--- src/rtl/mult_rr_arbiter_if.sv ---
// Requester, result and multiplier-side signal bundle for mult_rr_arbiter.
// master = arbiter side, slave = requesters plus multiplier.
interface mult_rr_arbiter_if #(
   parameter int WIDTH = 8,
   parameter int NREQ  = 4
);
   logic [NREQ-1:0]       req;
   logic [NREQ*WIDTH-1:0] a_in;
   logic [NREQ*WIDTH-1:0] b_in;
   logic [NREQ-1:0]       gnt;
   logic [NREQ-1:0]       ack;
   logic [2*WIDTH-1:0]    p_out;
   logic                  busy;
   logic                  err;
   logic                  m_start;
   logic [WIDTH-1:0]      m_a;
   logic [WIDTH-1:0]      m_b;
   logic                  m_done;
   logic [2*WIDTH-1:0]    m_p;

   modport master (
      input  req, a_in, b_in, m_done, m_p,
      output gnt, ack, p_out, busy, err, m_start, m_a, m_b
   );

   modport slave (
      output req, a_in, b_in, m_done, m_p,
      input  gnt, ack, p_out, busy, err, m_start, m_a, m_b
   );
endinterface

--- src/rtl/mult_rr_arbiter.sv ---
// Round-robin arbiter sharing one start/done shift-add multiplier among NREQ requesters.
// Optional BUSY watchdog enabled by defining MULT_ARB_TIMEOUT_EN.
module mult_rr_arbiter #(
   parameter int WIDTH          = 8,
   parameter int NREQ           = 4,
   parameter int TIMEOUT_CYCLES = 64
) (
   input  logic             clk,
   input  logic             rst,
   mult_rr_arbiter_if.master bus
);
   localparam int PW = $clog2(NREQ);

   typedef enum logic [1:0] {
      S_IDLE    = 2'd0,
      S_BUSY    = 2'd1,
      S_RELEASE = 2'd2
   } state_t;

   state_t              r_state;
   state_t              w_state_nxt;
   logic [PW-1:0]       r_ptr;
   logic [NREQ-1:0]     r_gnt;
   logic [NREQ-1:0]     r_ack;
   logic [2*WIDTH-1:0]  r_p;
   logic                r_start;
   logic [WIDTH-1:0]    r_ma;
   logic [WIDTH-1:0]    r_mb;
   logic                r_busy;
   logic                r_err;

   logic [PW-1:0]       w_win;
   logic                w_any;
   logic                w_tmo_hit;
   logic [PW-1:0]       w_ptr_nxt;
   logic [NREQ-1:0]     w_gnt_nxt;
   logic [NREQ-1:0]     w_ack_nxt;
   logic [2*WIDTH-1:0]  w_p_nxt;
   logic                w_start_nxt;
   logic [WIDTH-1:0]    w_ma_nxt;
   logic [WIDTH-1:0]    w_mb_nxt;
   logic                w_busy_nxt;
   logic                w_err_nxt;

   // Winner search: scan downward so the requester closest to ptr is written last.
   always_comb begin
      int w_idx;
      w_win = '0;
      w_any = 1'b0;
      w_idx = 0;
      for (int k = NREQ - 1; k >= 0; k--) begin
         w_idx = int'(r_ptr) + k;
         if (w_idx >= NREQ) begin
            w_idx = w_idx - NREQ;
         end else begin
            w_idx = w_idx;
         end
         if (bus.req[w_idx]) begin
            w_win = w_idx[PW-1:0];
            w_any = 1'b1;
         end else begin
            w_win = w_win;
            w_any = w_any;
         end
      end
   end

`ifdef MULT_ARB_TIMEOUT_EN
   localparam int TW = $clog2(TIMEOUT_CYCLES + 1);
   logic [TW-1:0] r_tmo;

   assign w_tmo_hit = (r_state == S_BUSY) && (r_tmo == TW'(TIMEOUT_CYCLES - 1));

   // Watchdog counter: held at zero outside BUSY, so it is clear on every BUSY entry.
   always_ff @(posedge clk or posedge rst) begin
      if (rst) begin
         r_tmo <= '0;
      end else if (r_state != S_BUSY) begin
         r_tmo <= '0;
      end else begin
         r_tmo <= r_tmo + TW'(1);
      end
   end
`else
   assign w_tmo_hit = 1'b0;
`endif

   // State register.
   always_ff @(posedge clk or posedge rst) begin
      if (rst) begin
         r_state <= S_IDLE;
      end else begin
         r_state <= w_state_nxt;
      end
   end

   // Next-state logic; done takes priority over a coincident timeout.
   always_comb begin
      w_state_nxt = r_state;
      case (r_state)
         S_IDLE: begin
            if (w_any) w_state_nxt = S_BUSY;
            else       w_state_nxt = S_IDLE;
         end
         S_BUSY: begin
            if (bus.m_done)     w_state_nxt = S_RELEASE;
            else if (w_tmo_hit) w_state_nxt = S_RELEASE;
            else                w_state_nxt = S_BUSY;
         end
         S_RELEASE: begin
            if (!bus.m_done) w_state_nxt = S_IDLE;
            else             w_state_nxt = S_RELEASE;
         end
         default: w_state_nxt = S_IDLE;
      endcase
   end

   // Next values of the registered outputs; ack and err default to a single-cycle pulse.
   always_comb begin
      w_ptr_nxt   = r_ptr;
      w_gnt_nxt   = r_gnt;
      w_ack_nxt   = '0;
      w_p_nxt     = r_p;
      w_start_nxt = r_start;
      w_ma_nxt    = r_ma;
      w_mb_nxt    = r_mb;
      w_busy_nxt  = r_busy;
      w_err_nxt   = 1'b0;
      case (r_state)
         S_IDLE: begin
            if (w_any) begin
               w_gnt_nxt   = NREQ'(1) << w_win;
               w_ma_nxt    = bus.a_in[int'(w_win)*WIDTH +: WIDTH];
               w_mb_nxt    = bus.b_in[int'(w_win)*WIDTH +: WIDTH];
               w_start_nxt = 1'b1;
               w_busy_nxt  = 1'b1;
               w_ptr_nxt   = (w_win == PW'(NREQ - 1)) ? PW'(0) : (w_win + PW'(1));
            end else begin
               w_start_nxt = 1'b0;
            end
         end
         S_BUSY: begin
            if (bus.m_done) begin
               w_p_nxt     = bus.m_p;
               w_ack_nxt   = r_gnt;
               w_start_nxt = 1'b0;
            end else if (w_tmo_hit) begin
               w_err_nxt   = 1'b1;
               w_start_nxt = 1'b0;
            end else begin
               w_start_nxt = 1'b1;
            end
         end
         S_RELEASE: begin
            if (!bus.m_done) begin
               w_gnt_nxt  = '0;
               w_busy_nxt = 1'b0;
            end else begin
               w_gnt_nxt  = r_gnt;
            end
         end
         default: begin
            w_gnt_nxt   = '0;
            w_start_nxt = 1'b0;
            w_busy_nxt  = 1'b0;
         end
      endcase
   end

   // Output and pointer registers.
   always_ff @(posedge clk or posedge rst) begin
      if (rst) begin
         r_ptr   <= '0;
         r_gnt   <= '0;
         r_ack   <= '0;
         r_p     <= '0;
         r_start <= 1'b0;
         r_ma    <= '0;
         r_mb    <= '0;
         r_busy  <= 1'b0;
         r_err   <= 1'b0;
      end else begin
         r_ptr   <= w_ptr_nxt;
         r_gnt   <= w_gnt_nxt;
         r_ack   <= w_ack_nxt;
         r_p     <= w_p_nxt;
         r_start <= w_start_nxt;
         r_ma    <= w_ma_nxt;
         r_mb    <= w_mb_nxt;
         r_busy  <= w_busy_nxt;
         r_err   <= w_err_nxt;
      end
   end

   assign bus.gnt     = r_gnt;
   assign bus.ack     = r_ack;
   assign bus.p_out   = r_p;
   assign bus.m_start = r_start;
   assign bus.m_a     = r_ma;
   assign bus.m_b     = r_mb;
   assign bus.busy    = r_busy;
   assign bus.err     = r_err;
endmodule

--- src/flat_wrapper.sv ---
// flat-port wrapper written by rule: the top's interface ports become plain ports
module mult_rr_arbiter_flat 
#(
   parameter int WIDTH          = 8,
   parameter int NREQ           = 4,
   parameter int TIMEOUT_CYCLES = 64
)
  (clk, rst, bus_req, bus_a_in, bus_b_in, bus_m_done, bus_m_p, bus_gnt, bus_ack, bus_p_out, bus_busy, bus_err, bus_m_start, bus_m_a, bus_m_b);
  mult_rr_arbiter_if #(.WIDTH(WIDTH), .NREQ(NREQ)) bus_i ();
  input  logic clk;
  input  logic rst;
  input wire logic [$bits(bus_i.req)-1:0] bus_req;
  input wire logic [$bits(bus_i.a_in)-1:0] bus_a_in;
  input wire logic [$bits(bus_i.b_in)-1:0] bus_b_in;
  input wire logic [$bits(bus_i.m_done)-1:0] bus_m_done;
  input wire logic [$bits(bus_i.m_p)-1:0] bus_m_p;
  output wire logic [$bits(bus_i.gnt)-1:0] bus_gnt;
  output wire logic [$bits(bus_i.ack)-1:0] bus_ack;
  output wire logic [$bits(bus_i.p_out)-1:0] bus_p_out;
  output wire logic [$bits(bus_i.busy)-1:0] bus_busy;
  output wire logic [$bits(bus_i.err)-1:0] bus_err;
  output wire logic [$bits(bus_i.m_start)-1:0] bus_m_start;
  output wire logic [$bits(bus_i.m_a)-1:0] bus_m_a;
  output wire logic [$bits(bus_i.m_b)-1:0] bus_m_b;
  assign bus_i.req = bus_req;
  assign bus_i.a_in = bus_a_in;
  assign bus_i.b_in = bus_b_in;
  assign bus_i.m_done = bus_m_done;
  assign bus_i.m_p = bus_m_p;
  assign bus_gnt = bus_i.gnt;
  assign bus_ack = bus_i.ack;
  assign bus_p_out = bus_i.p_out;
  assign bus_busy = bus_i.busy;
  assign bus_err = bus_i.err;
  assign bus_m_start = bus_i.m_start;
  assign bus_m_a = bus_i.m_a;
  assign bus_m_b = bus_i.m_b;
  mult_rr_arbiter #(.WIDTH(WIDTH), .NREQ(NREQ), .TIMEOUT_CYCLES(TIMEOUT_CYCLES)) u_core (.clk(clk), .rst(rst), .bus(bus_i));
endmodule
--- config.mk ---
export PLATFORM = sky130hd
export DESIGN_NAME = mult_rr_arbiter_flat
export DESIGN_NICKNAME = d
export VERILOG_FILES = /design/src/rtl/mult_rr_arbiter_if.sv /design/src/rtl/mult_rr_arbiter.sv /design/src/flat_wrapper.sv
export SDC_FILE = /design/constraint.sdc
export NUM_CORES = 1
export LEC_CHECK = 0
export ABC_AREA = 1
export BUFFER_PORTS_ARGS = -buffer_cell sky130_fd_sc_hd__buf_2
export CORE_ASPECT_RATIO = 2
export CORE_MARGIN = 2
export CORE_UTILIZATION = 40
export CTS_BUF_LIST = sky130_fd_sc_hd__clkbuf_2 sky130_fd_sc_hd__clkbuf_4 sky130_fd_sc_hd__clkbuf_8
export CTS_CLUSTER_SIZE = 40
export DETAILED_ROUTE_END_ITERATION = 12
export PLACE_DENSITY = 0.73
export SETUP_SLACK_MARGIN = 0.1
export SYNTH_ARGS = -nofsm -noshare
export SYNTH_HDL_FRONTEND = slang
export SYNTH_SLANG_ARGS = --single-unit
--- constraint.sdc ---
create_clock -name clk -period 1.9 [get_ports clk]
set_clock_uncertainty 0.1 [all_clocks]
set_input_delay 0.095 -clock clk [delete_from_list [all_inputs] [get_ports clk]]
set_output_delay 0.095 -clock clk [all_outputs]
set_load 0.005 [all_outputs]
Word-level counts from Yosys, hierarchy flattened --
Cells that the tools add are included.
Storage, ports and cells: bits in writable memories 0, memories 0, bits of input ports 87, logic and storage cells 78, latch bits 0, memory bits (read-only) 0, output and inout bits 43, flip-flop bits (word level) 46
Operators by class: multiplexer cells 39, reduce and logical (&&, ||, !) cells 5, shift operators 3, multipliers 0, bitwise gates (word level) 1, eq/ne operators 5, $add $sub $neg 8, divide/modulo/power cells 0, order comparisons 8
Operators with widths (number):
- < comparator 32 x 4 -> 1 bit, second input constant | 4
- two-way mux 32 bit | 4
- greater-or-equal comparator 32 x 4 -> 1 bit, second input constant | 3
- subtractor 32 x 4 -> 32 bit, second input constant | 3
- variable part select 32 x 6 -> 8 bit | 2
- two-way mux 1 bit | 17
- two-way mux 2 bit | 7
- two-way mux 4 bit | 3
- case mux 4 bit (3 select lines) | 1
- binary-select mux 1 bit (select 2 bit) | 4
- adder 2 x 2 -> 3 bit, second input constant | 2
- case mux 1 bit (3 select lines) | 2
- case mux 2 bit (3 select lines) | 1
- AND reduction 2 bit | 3
- equality test 2 bit, second input constant | 2
- << shifter 1 x 2 -> 4 bit, first input constant | 1
- subtractor 2 x 3 -> 4 bit, second input constant | 1
- adder 2 x 1 -> 3 bit, second input constant | 1
- greater-or-equal comparator 2 x 3 -> 1 bit, second input constant | 1
- AND reduction 3 bit | 1
- adder 2 x 1 -> 2 bit, second input constant | 1
- equality test 2 x 1 -> 1 bit, second input constant | 1
- logical NOT 2 bit | 1
- inequality test 2 x 1 -> 1 bit, second input constant | 1
- 2 further kinds | 2

Depth between registers and ports, before layout --
Gate-level depths: netlist of the first run.
depth in word-level cells 13, gate-level depth with buffers 15, depth with buffers taken out 14

Worst setup path after synthesis of the first run --
No wires, ideal clock.
kind reg-to-reg, start point reg u_core.r_ptr[0], end point reg u_core.r_ptr[1], cell stages (with the launch flop) 12, clock period less this slack 1887 ps, library setup time 127 ps, arrival 1659 ps, setup slack 13 ps, buffers on the path 2, cells stage by stage dfrtp_1 buf_4 o21ai_1 nand2_1 nand3_1 nand2_1 nand2_4 clkinv_2 buf_6 ha_1 nand2_1 o21ai_0
Between the ends: longest elaborated chain between the ends 12, elaborated cells between the ends (all ways) 39
Ends and longest elaborated chain:
- start: declaration | RTL line mult_rr_arbiter.sv:22 | logic [PW-1:0] r_ptr;
- start signal: assignment | RTL line mult_rr_arbiter.sv:183 | r_ptr <= w_ptr_nxt;
- adder 2 x 2 -> 3 bit | RTL line mult_rr_arbiter.sv:52 | w_idx = int'(r_ptr) + k;
- subtractor 32 x 4 -> 32 bit or greater-or-equal comparator 32 x 4 -> 1 bit (tied branches) | RTL line mult_rr_arbiter.sv:54, mult_rr_arbiter.sv:53
- two-way mux 32 bit | RTL line mult_rr_arbiter.sv:53 | if (w_idx >= NREQ) begin
- binary-select mux 1 bit (select 2 bit) | RTL line mult_rr_arbiter.sv:58 | if (bus.req[w_idx]) begin
- two-way mux 1 bit (implied by the code) (2 in a row) | RTL line mult_rr_arbiter.sv:58
- two-way mux 2 bit (4 in a row) | RTL line mult_rr_arbiter.sv:58
- adder 2 x 1 -> 2 bit or equality test 2 bit (tied branches) | RTL line mult_rr_arbiter.sv:137 | w_ptr_nxt = (w_win == PW'(NREQ - 1)) ? PW'(0) : (w_win + PW'(1));
- two-way mux 2 bit | RTL line mult_rr_arbiter.sv:137
Several ways; a longest one is shown, not always the timed one. The select of a mux whose other input is x is not followed. A chain may end at the register's enable or synchronous reset.

Final worst setup path of the first run --
Same ends and word-level chain as after synthesis.

==> flow_metrics.py, run 1 <==
metrics = {
    "sta": {
        "fin_ws_ns": -0.0287,
        "setup_viol": 1,
        "slew_viol_final": 0,
        "relSlewSlack": 0.615,
        "hold_viol_final": 0,
        "fmax_ghz": 0.518,
        "max_slew.worst_pin.slew_ns": 0.577,
        "timing.final.crit_share": 1.02,
        "post-route-min-period_ns": 1.93,
        "timing.hold.ws_ns": 0.0829,
        "rsz0062_at_grt": "true",
    },
    "cts": {
        "clk_latency_ns": 0.29,
        "clockBufferDepth": 2,
        "root_buffer": "clkbuf_8",
        "h-tree-depth": 2,
        "cts_made_buffers": 5,
        "clk_pin_slew_ns": 0.09,
        "cts_tree": "done",
        "cts.sinks": 46,
    },
    "setup_path": {
        "critPathLaunchType": "register",
        "cp_max_fo": 8,
        "critical_path_class": "register to register",
        "arrival_ns": 2.01,
        "crit_required_ns": 1.98,
        "end_kind": "register",
        "r2r_cells": 11,
    },
    "synth": {
        "ys_types": 22,
        "netlist.top_cell.by_area": "dfrtp_1",
        "synth_top_family_by_area": "simple AND/OR/NAND/NOR gates",
        "yosys-top-cells-area": "dfrtp_1 42%, nand2_1 16%, nand3_1 13%",
        "syn_inst": 388,
        "yosysTopAreaCellShare": 0.415,
        "synthAdderAreaFrac": 0.00451,
        "synth_xor_area_frac": 0,
        "yosysSeqAreaShare": 0.415,
        "synth-seq-cells": 46,
        "syn_avg_cell_area_sq_um": 7.15,
        "netlist_area_sq_um": 2770,
        "synthSimpleGateAreaFrac": 0.329,
        "synth_compound_area_frac": 0.0248,
        "synth_fp_nets": 476,
        "yosysWarnings": 0,
        "muxShareOfSynthArea": 0.0650,
    },
    "drt": {
        "wire_per_inst_um": 12.8,
        "first_iter_violations": 119,
        "drt-total-wl_um": 8080,
        "via_per_inst": 4.75,
        "drc_errors": 0,
        "drtPass1Iterations": 4,
        "ant_nets": 0,
        "num_vias": 3004,
    },
    "place": {
        "port_buffers": 128,
        "hpwlAfterDp_um": 5220,
        "detailedPlace.worstSlack_ns": 0.0216,
        "gp_congestion": 0.839,
    },
    "floorplan": {
        "core-area_sq_um": 6830,
        "ioPinCount": 130,
        "die_y_um": 122,
        "die_area_sq_um": 7650,
        "die_w_um": 62.9,
        "core.rowCount": 43,
        "start_util": 0.406,
    },
    "cells_and_area": {
        "syn2layout_area_growth_pct": 52.2,
        "final_nets": 629,
        "seq_area_sq_um": 1150,
        "num_antenna_cells": 0,
        "fill_cells": 619,
        "layout-drive-gt1-share": 0.430,
        "mostFrequentLayoutCell": "buf_2",
        "layout_common_cells": "128 x buf_2, 95 x nand2_1, 78 x inv_1, 57 x nand3_1, 46 x dfrtp_1",
        "multi_input_area_sq_um": 1450,
    },
    "global_route": {
        "antenna_found_initial": 0,
        "grt_start_max_net_pins": 47,
        "grt_usage": 0.202,
        "grt_pass1_wl_um": 12600,
        "grt_pass1_vias": 2924,
        "grt.overflow.total": 0,
    },
    "worst_hold_path": {
        "min_path_type": "input port to register",
        "hold_depth": 7,
    },
    "run": {
        "max_cap_viol_count": 0,
    },
    "run_status": {
        "violations": "setup timing",
        "status": "complete, but fails checks",
    },
    "pwr": {
        "power_mw": 7.91,
        "p_per_area_nw_per_um2": 1870,
        "power_leakage_nw": 2.50,
        "peakVddDrop_uv": 981,
    },
}
-- cell type report --
cell class                 instances  share of cell area
multi-input combinational        239               0.344
sequential                        46               0.273
timing repair buffer             165               0.257
inverter                          84              0.0777
tap                               90              0.0267
clock buffer                       5              0.0163
clock inverter                     3             0.00563
-- cell families (layout without fill, tap and decap cells) --
logic type | Yosys count | after routing
AO/OA/AOI/OAI | 12 | 12
other | 1 | 1
buffers and inverters | 103 | 257
AND/OR/NAND/NOR | 209 | 209
multiplexers | 16 | 16
flip-flops | 46 | 46
adder cells (fa/ha/maj) | 1 | 1
-- worst paths after layout --
kind	end	slack, ns	start
setup / recovery	u_core.r_ptr[1]	-0.03	u_core.r_ptr[0]
hold / removal	u_core.bus.m_b[4]	0.08	bus_b_in[28]
setup reg to reg	u_core.r_ptr[1]	-0.03	u_core.r_ptr[0]
hold reg to reg	u_core.bus.m_a[1]	0.38	u_core.bus.m_a[1]
max in group asynchronous	u_core.bus.m_b[6]	0.91	rst
min in group asynchronous	u_core.bus.p_out[3]	0.38	rst
-- routing by layer --
layer	vias up	GRT usage	wire, um	share of wire
li1	1480	-	-	-
met1	1387	0.238	3170	0.39
met2	123	0.364	4210	0.52
met3	14	0.0443	552	0.068
met4	0	0.0556	142	0.018
met5	-	0	0	0
-- critical path, cell delays in order (launching register included) --
cell and delay, ns:
dfrtp_1 0.41, buf_6 0.16, o21ai_4 0.17, nand2_2 0.11, nand3_4 0.11, nand2_2 0.07, nand2_4 0.12, nand2_8 0.10
buf_8 0.15, ha_4 0.22, nand2_1 0.05, o21ai_1 0.05
-- power by group --
group	total, mW	internal [mW]	switching, mW
registers	1.69	1.45	0.247
clock network	0.611	0.263	0.348
logic	5.60	2.47	3.14
total	7.91	4.18	3.73
-- synthesized netlist by cell type --
master    number
o21ai_2        1
nand2_4        2
mux2_2        16
dfrtp_1       46
buf_6          4
a31oi_1        1
nand3_2        3
nand3_1       74
o21ai_0        8
nand2_1      120
clkbuf_1       3
inv_1         81
clkinv_2       1
a31o_2         1
nand2_2        1
nor2_1         9
buf_4          4
buf_2          8
inv_2          2
conb_1         1
o21ai_1        1
ha_1           1
-- state kept, by name, indices dropped and copies added (netlist names) --
name and flops:
u_core.bus.gnt 4, u_core.r_ptr 2, u_core.bus.busy 1, u_core.bus.p_out 16, u_core.bus.m_start 1, u_core.bus.m_a 8
u_core.bus.m_b 8, u_core.bus.ack 4, u_core.r_state 2
-- metrics by stage --
stage / std cells / setup TNS (ns) / utilization / instance area, sq um
after floorplan: 388 / 0 / - / 2800
after global routing: 632 / -1.43 / 0.618 / 4220
after global placement: 602 / 0 / 0.521 / 3560
after detailed placement: 602 / 0 / 0.521 / 3560
after CTS: 630 / 0 / 0.575 / 3930
final: 632 / -0.0287 / 0.618 / 4220
-- timing repair --
item,4_1_cts,5_1_grt
hold buffers,18,0
cloned,1,2
pin swaps,8,23
resized for setup,16,64
setup buffers,1,0
endpoints found under the setup margin,19,24
endpoints found under the hold margin,63,0
No activity file was read; power rests on OpenSTA's default activity.
==> run 2, diff against run 1 <==
CAP_MARGIN = 20   (was unset)
CORE_UTILIZATION = 44   (was 40)
PLACE_DENSITY = 0.79   (was 0.73)
==> flow_metrics.py, run 2 (synthesis results as in run 1) <==
metrics = {
    "floorplan": {
        "start_util": 0.447,
        "die_area_sq_um": 6990,
        "ioPinCount": 130,
        "core.rowCount": 41,
        "die_w_um": 60.1,
        "core-area_sq_um": 6210,
        "die_y_um": 116,
    },
    "pwr": {
        "seqPwrFrac": 0.218,
        "p_int_mw": 4.21,
        "pwr-share-clk": 0.094,
        "comb_power_share": 0.687,
        "power_mw": 7.80,
        "switching_share": 0.460,
        "switching_power_mw": 3.59,
        "peakVddDrop_uv": 1350,
        "p_per_area_nw_per_um2": 1890,
        "power_leakage_nw": 2.46,
    },
    "cells_and_area": {
        "layout-drive-gt1-share": 0.386,
        "num_antenna_cells": 0,
        "final_cell_area_sq_um": 4130,
        "mostFrequentLayoutCell": "buf_2",
        "syn2layout_area_growth_pct": 49.1,
        "largest_register_ffs": 16,
        "final_nets": 636,
        "layout_common_cells": "128 x buf_2, 109 x nand2_1, 78 x inv_1, 70 x nand3_1, 46 x dfrtp_1",
    },
    "cts": {
        "cts_made_buffers": 5,
        "root_buffer": "clkbuf_8",
        "clk_latency_ns": 0.30,
        "cts_tree": "done",
        "cts.sinks": 46,
        "h-tree-depth": 2,
        "clockBufferDepth": 2,
        "clk_pin_slew_ns": 0.08,
    },
    "run_status": {
        "status": "complete, but fails checks",
        "violations": "setup timing",
    },
    "place": {
        "gp_congestion": 0.837,
        "port_buffers": 128,
        "detailedPlace.worstSlack_ns": 0.0325,
        "dpl_cell_area_sq_um": 3580,
        "hpwlAfterDp_um": 5430,
    },
    "setup_path": {
        "end_kind": "register",
        "crit_required_ns": 1.99,
        "cp_max_fo": 6,
        "critPathLaunchType": "register",
        "critical_path_class": "register to register",
        "arrival_ns": 2.04,
    },
    "drt": {
        "ant_nets": 0,
        "drt-total-wl_um": 8130,
        "drtPass1Iterations": 4,
        "via_per_inst": 4.77,
        "wire_per_inst_um": 12.8,
        "drc_errors": 0,
        "first_iter_violations": 104,
        "num_vias": 3029,
    },
    "sta": {
        "max_slew.worst_pin.slew_ns": 0.570,
        "timing.hold.ws_ns": 0.0722,
        "tns_ns": -0.245,
        "slew_viol_final": 0,
        "fin_ws_ns": -0.0521,
        "post-route-min-period_ns": 1.95,
        "hold_viol_final": 0,
        "setup_viol": 14,
        "timing.final.crit_share": 1.03,
        "relSlewSlack": 0.620,
        "fmax_ghz": 0.512,
        "rsz0062_at_grt": "true",
    },
    "worst_hold_path": {
        "min_path_type": "input port to register",
    },
    "global_route": {
        "antenna_found_initial": 0,
        "grt_usage": 0.229,
        "grt_pass1_vias": 2923,
        "grt_pass1_wl_um": 12300,
        "grt.overflow.total": 0,
        "grt_start_max_net_pins": 47,
    },
    "run": {
        "max_cap_viol_count": 0,
    },
}
==> run 2: path summary, 6_finish.rpt <==
kind                                   start                 to  slack, ns  cells after the start
max                          u_core.r_ptr[0]    u_core.r_ptr[1]      -0.05                     12
min                             bus_a_in[15]  u_core.bus.m_a[7]       0.07                      7
max reg2reg                  u_core.r_ptr[0]    u_core.r_ptr[1]      -0.05                     12
min reg2reg                u_core.bus.m_a[0]  u_core.bus.m_a[0]       0.39                      2
max in group asynchronous                rst  u_core.bus.m_b[1]       0.94                      4
min in group asynchronous                rst  u_core.bus.m_a[2]       0.38                      4
==> run 2: per-layer routing <==
| layer | vias up | share of wire | GRT usage |
|---|---|---|---|
| li1 | 1499 | - | - |
| met1 | 1364 | 0.38 | 0.251 |
| met2 | 144 | 0.52 | 0.416 |
| met3 | 22 | 0.066 | 0.0388 |
| met4 | 0 | 0.033 | 0.0978 |
| met5 | - | 0 | 0 |
==> run 2: worst max-delay path, stage by stage (launching register included) <==
cell	delay, ns
dfrtp_1	0.43
buf_6	0.16
nand2_2	0.10
nand3_2	0.10
nand2_2	0.12
nand3_4	0.10
nand2_4	0.11
nand2_8	0.08
nand2_8	0.10
buf_6	0.13
ha_4	0.19
nand2_1	0.06
o21ai_1	0.07
==> run 2: per-stage QoR <==
stage,utilization,std cells
2_1_floorplan,-,388
3_3_place_gp,0.578,602
3_5_place_dp,0.578,602
4_1_cts,0.648,633
5_1_grt,0.666,635
6_report,0.666,635
==> run 2: what timing repair did <==
action / in CTS / in global routing
cloned: 2 / 1
resized for setup: 24 / 15
pin swaps: 11 / 5
hold endpoints to repair: 64 / 0
buffers inserted: 3 / 1
endpoints found under the setup margin: 19 / 24
hold buffers: 18 / 0
==> run 2: power by group through the flow <==
stage | sequential [mW] | clock, mW | combinational [mW]
detailed placement | 1.70 | 0 | 4.35
global placement | 1.69 | 0 | 4.22
CTS | 1.69 | 0.741 | 4.91
global route | 1.75 | 0.777 | 5.92
floorplan | 1.72 | 0 | 3.01
finish | 1.70 | 0.736 | 5.36
==> run 2: layout make-up <==
| type | instances | area (sq um) |
|---|---|---|
| multi-input combinational | 239 | 1330 |
| tap | 86 | 108 |
| sequential | 46 | 1150 |
| fill | 516 | 2070 |
| timing repair buffer | 171 | 1100 |
| timing repair inverter | 1 | 8.76 |
| inverter | 84 | 328 |
| clock inverter | 3 | 43.8 |
| clock buffer | 5 | 68.8 |
==> run 3, diff against run 2 <==
SETUP_SLACK_MARGIN = unset   (was 0.1)
==> flow_metrics.py, run 3 (synthesis results as in run 1) <==
metrics = {
    "run": {
        "max_cap_viol_count": 0,
    },
    "cts": {
        "cts_made_buffers": 5,
        "h-tree-depth": 2,
        "cts_tree": "done",
        "clk_latency_ns": 0.29,
        "clockBufferDepth": 2,
        "cts.sinks": 46,
        "clk_pin_slew_ns": 0.09,
        "root_buffer": "clkbuf_8",
    },
    "setup_path": {
        "crit_start": "u_core.r_ptr[0]",
        "critPathTopFamily": "simple AND/OR/NAND/NOR gates",
        "critical_path_class": "register to register",
        "cp_max_fo": 10,
        "worst-r2r-setup-slack_ns": 0.01,
        "slowest_stage": "dfrtp_2",
        "worstReg2RegStart": "u_core.r_ptr[0]",
        "r2r-end": "u_core.bus.m_a[0]",
        "arrival_ns": 1.98,
        "path_depth": 13,
        "crit_chain": "nand2_1, nand3_1, nand2_2, nand3_4, nand2_2, nand2_4, nand2_8, buf_12, nand2_1, nand3_1, nand2_1, nand2_1, nand2_1",
        "critPathLaunchType": "register",
        "slowest_delay_ns": 0.46,
        "crit_required_ns": 1.99,
        "cp_num_buf_inv": 1,
        "cpMostUsedCell": "nand2_1",
        "cp-endpoint": "u_core.bus.m_a[0]",
        "r2r_cells": 13,
        "end_kind": "register",
    },
    "cells_and_area": {
        "largest_register_ffs": 16,
        "instances_no_fill": 630,
        "mostFrequentLayoutCell": "buf_2",
        "syn2layout_area_growth_pct": 44.5,
        "num_antenna_cells": 0,
        "final_nets": 631,
        "layout_common_cells": "128 x buf_2, 113 x nand2_1, 77 x inv_1, 69 x nand3_1, 45 x dfrtp_1",
        "multi_input_area_sq_um": 1270,
        "layout-drive-gt1-share": 0.375,
        "fill_cells": 558,
        "seq_area_sq_um": 1150,
    },
    "drt": {
        "first_iter_violations": 166,
        "ant_nets": 0,
        "wire_per_inst_um": 11.8,
        "drc_errors": 0,
        "drt-total-wl_um": 7430,
        "num_vias": 2966,
        "drtPass1Iterations": 5,
        "via_per_inst": 4.71,
    },
    "place": {
        "hpwlAfterDp_um": 5210,
        "port_buffers": 128,
        "gp_congestion": 0.870,
        "place_inst": 601,
    },
    "global_route": {
        "grt.overflow.total": 0,
        "grt_pass1_vias": 2766,
        "antenna_found_initial": 0,
        "grt_usage": 0.209,
        "grt_pass1_wl_um": 11500,
        "grt_start_max_net_pins": 47,
    },
    "sta": {
        "timing.hold.ws_ns": 0.0828,
        "relSlewSlack": 0.622,
        "timing.final.crit_share": 0.995,
        "rsz0062_at_grt": "true",
        "post-route-min-period_ns": 1.89,
        "setup_viol": 0,
        "fmax_ghz": 0.529,
        "hold_viol_final": 0,
        "max_slew.worst_pin.slew_ns": 0.567,
        "slew_viol_final": 0,
    },
    "floorplan": {
        "die_y_um": 116,
        "ioPinCount": 130,
        "core-area_sq_um": 6210,
        "start_util": 0.447,
        "core.rowCount": 41,
        "die_w_um": 60.1,
        "die_area_sq_um": 6990,
    },
    "worst_hold_path": {
        "min_path_type": "input port to register",
    },
    "pwr": {
        "p_per_area_nw_per_um2": 1810,
        "power_mw": 7.26,
        "power_leakage_nw": 2.41,
        "peakVddDrop_uv": 969,
    },
    "run_status": {
        "status": "finished clean",
    },
}
-- run 3: worst min-delay path by stage --
stage | cells past startpoint | startpoint | end | slack [ns]
2_1_floorplan | 1 | bus_m_done | u_core.r_state[0] | 0.13
3_3_place_gp | 3 | rst | u_core.bus.m_a[0] | 0.17
3_5_place_dp | 3 | rst | u_core.bus.p_out[2] | 0.17
4_1_cts | 7 | bus_b_in[15] | u_core.bus.m_b[7] | 0.08
5_1_grt | 7 | bus_b_in[12] | u_core.bus.m_b[4] | 0.11
6_report | 7 | bus_b_in[10] | u_core.bus.m_b[2] | 0.08
-- run 3: layer usage --
metal	track usage	routed length [um]	vias up
li1	-	-	1487
met1	0.241	2960	1328
met2	0.380	3870	140
met3	0.0410	502	11
met4	0.0548	108	0
met5	0	0	-
-- run 3: power breakdown --
group / internal (mW) / switching [mW] / leakage (nW) / total, mW
registers: 1.45 / 0.259 / 0.568 / 1.71
logic: 2.23 / 2.73 / 1.80 / 4.96
clock network: 0.259 / 0.337 / 0.0441 / 0.595
-- run 3: cell type report --
cell class | count | area share
Clock buffer | 5 | 0.0172
Sequential cell | 46 | 0.288
Inverter | 84 | 0.0790
Multi-Input combinational cell | 239 | 0.318
Timing Repair Buffer | 167 | 0.266
Clock inverter | 3 | 0.00531
Tap cell | 86 | 0.0268
-- run 3: worst min-delay path: stages --
cell and delay [ns]:
buf_2 0.07, inv_1 0.03, nand2_1 0.05, nand3_1 0.06, nand2_1 0.05, nand2_1 0.04, nand2_1 0.05
-- run 3: per-stage QoR --
stage	TNS [ns]	setup slack (ns)	util	instance area [sq um]
6_report	0	0.00967	0.646	4010
5_1_grt	-2.07	-0.125	0.646	4010
4_1_cts	-0.00963	-0.00963	0.624	3870
3_5_place_dp	-0.285	-0.0708	0.579	3590
3_3_place_gp	0	0.0110	0.579	3590
2_1_floorplan	0	0.0134	-	2770
-- run 3: timing repair --
item | 4_1_cts | 5_1_grt
resized for setup | 1 | 29
endpoints found under the setup margin | 19 | 23
endpoints found under the hold margin | 63 | 0
pin swaps | 0 | 10
gates cloned | 0 | 1
hold buffers | 18 | 0
buffers inserted | 1 | 1
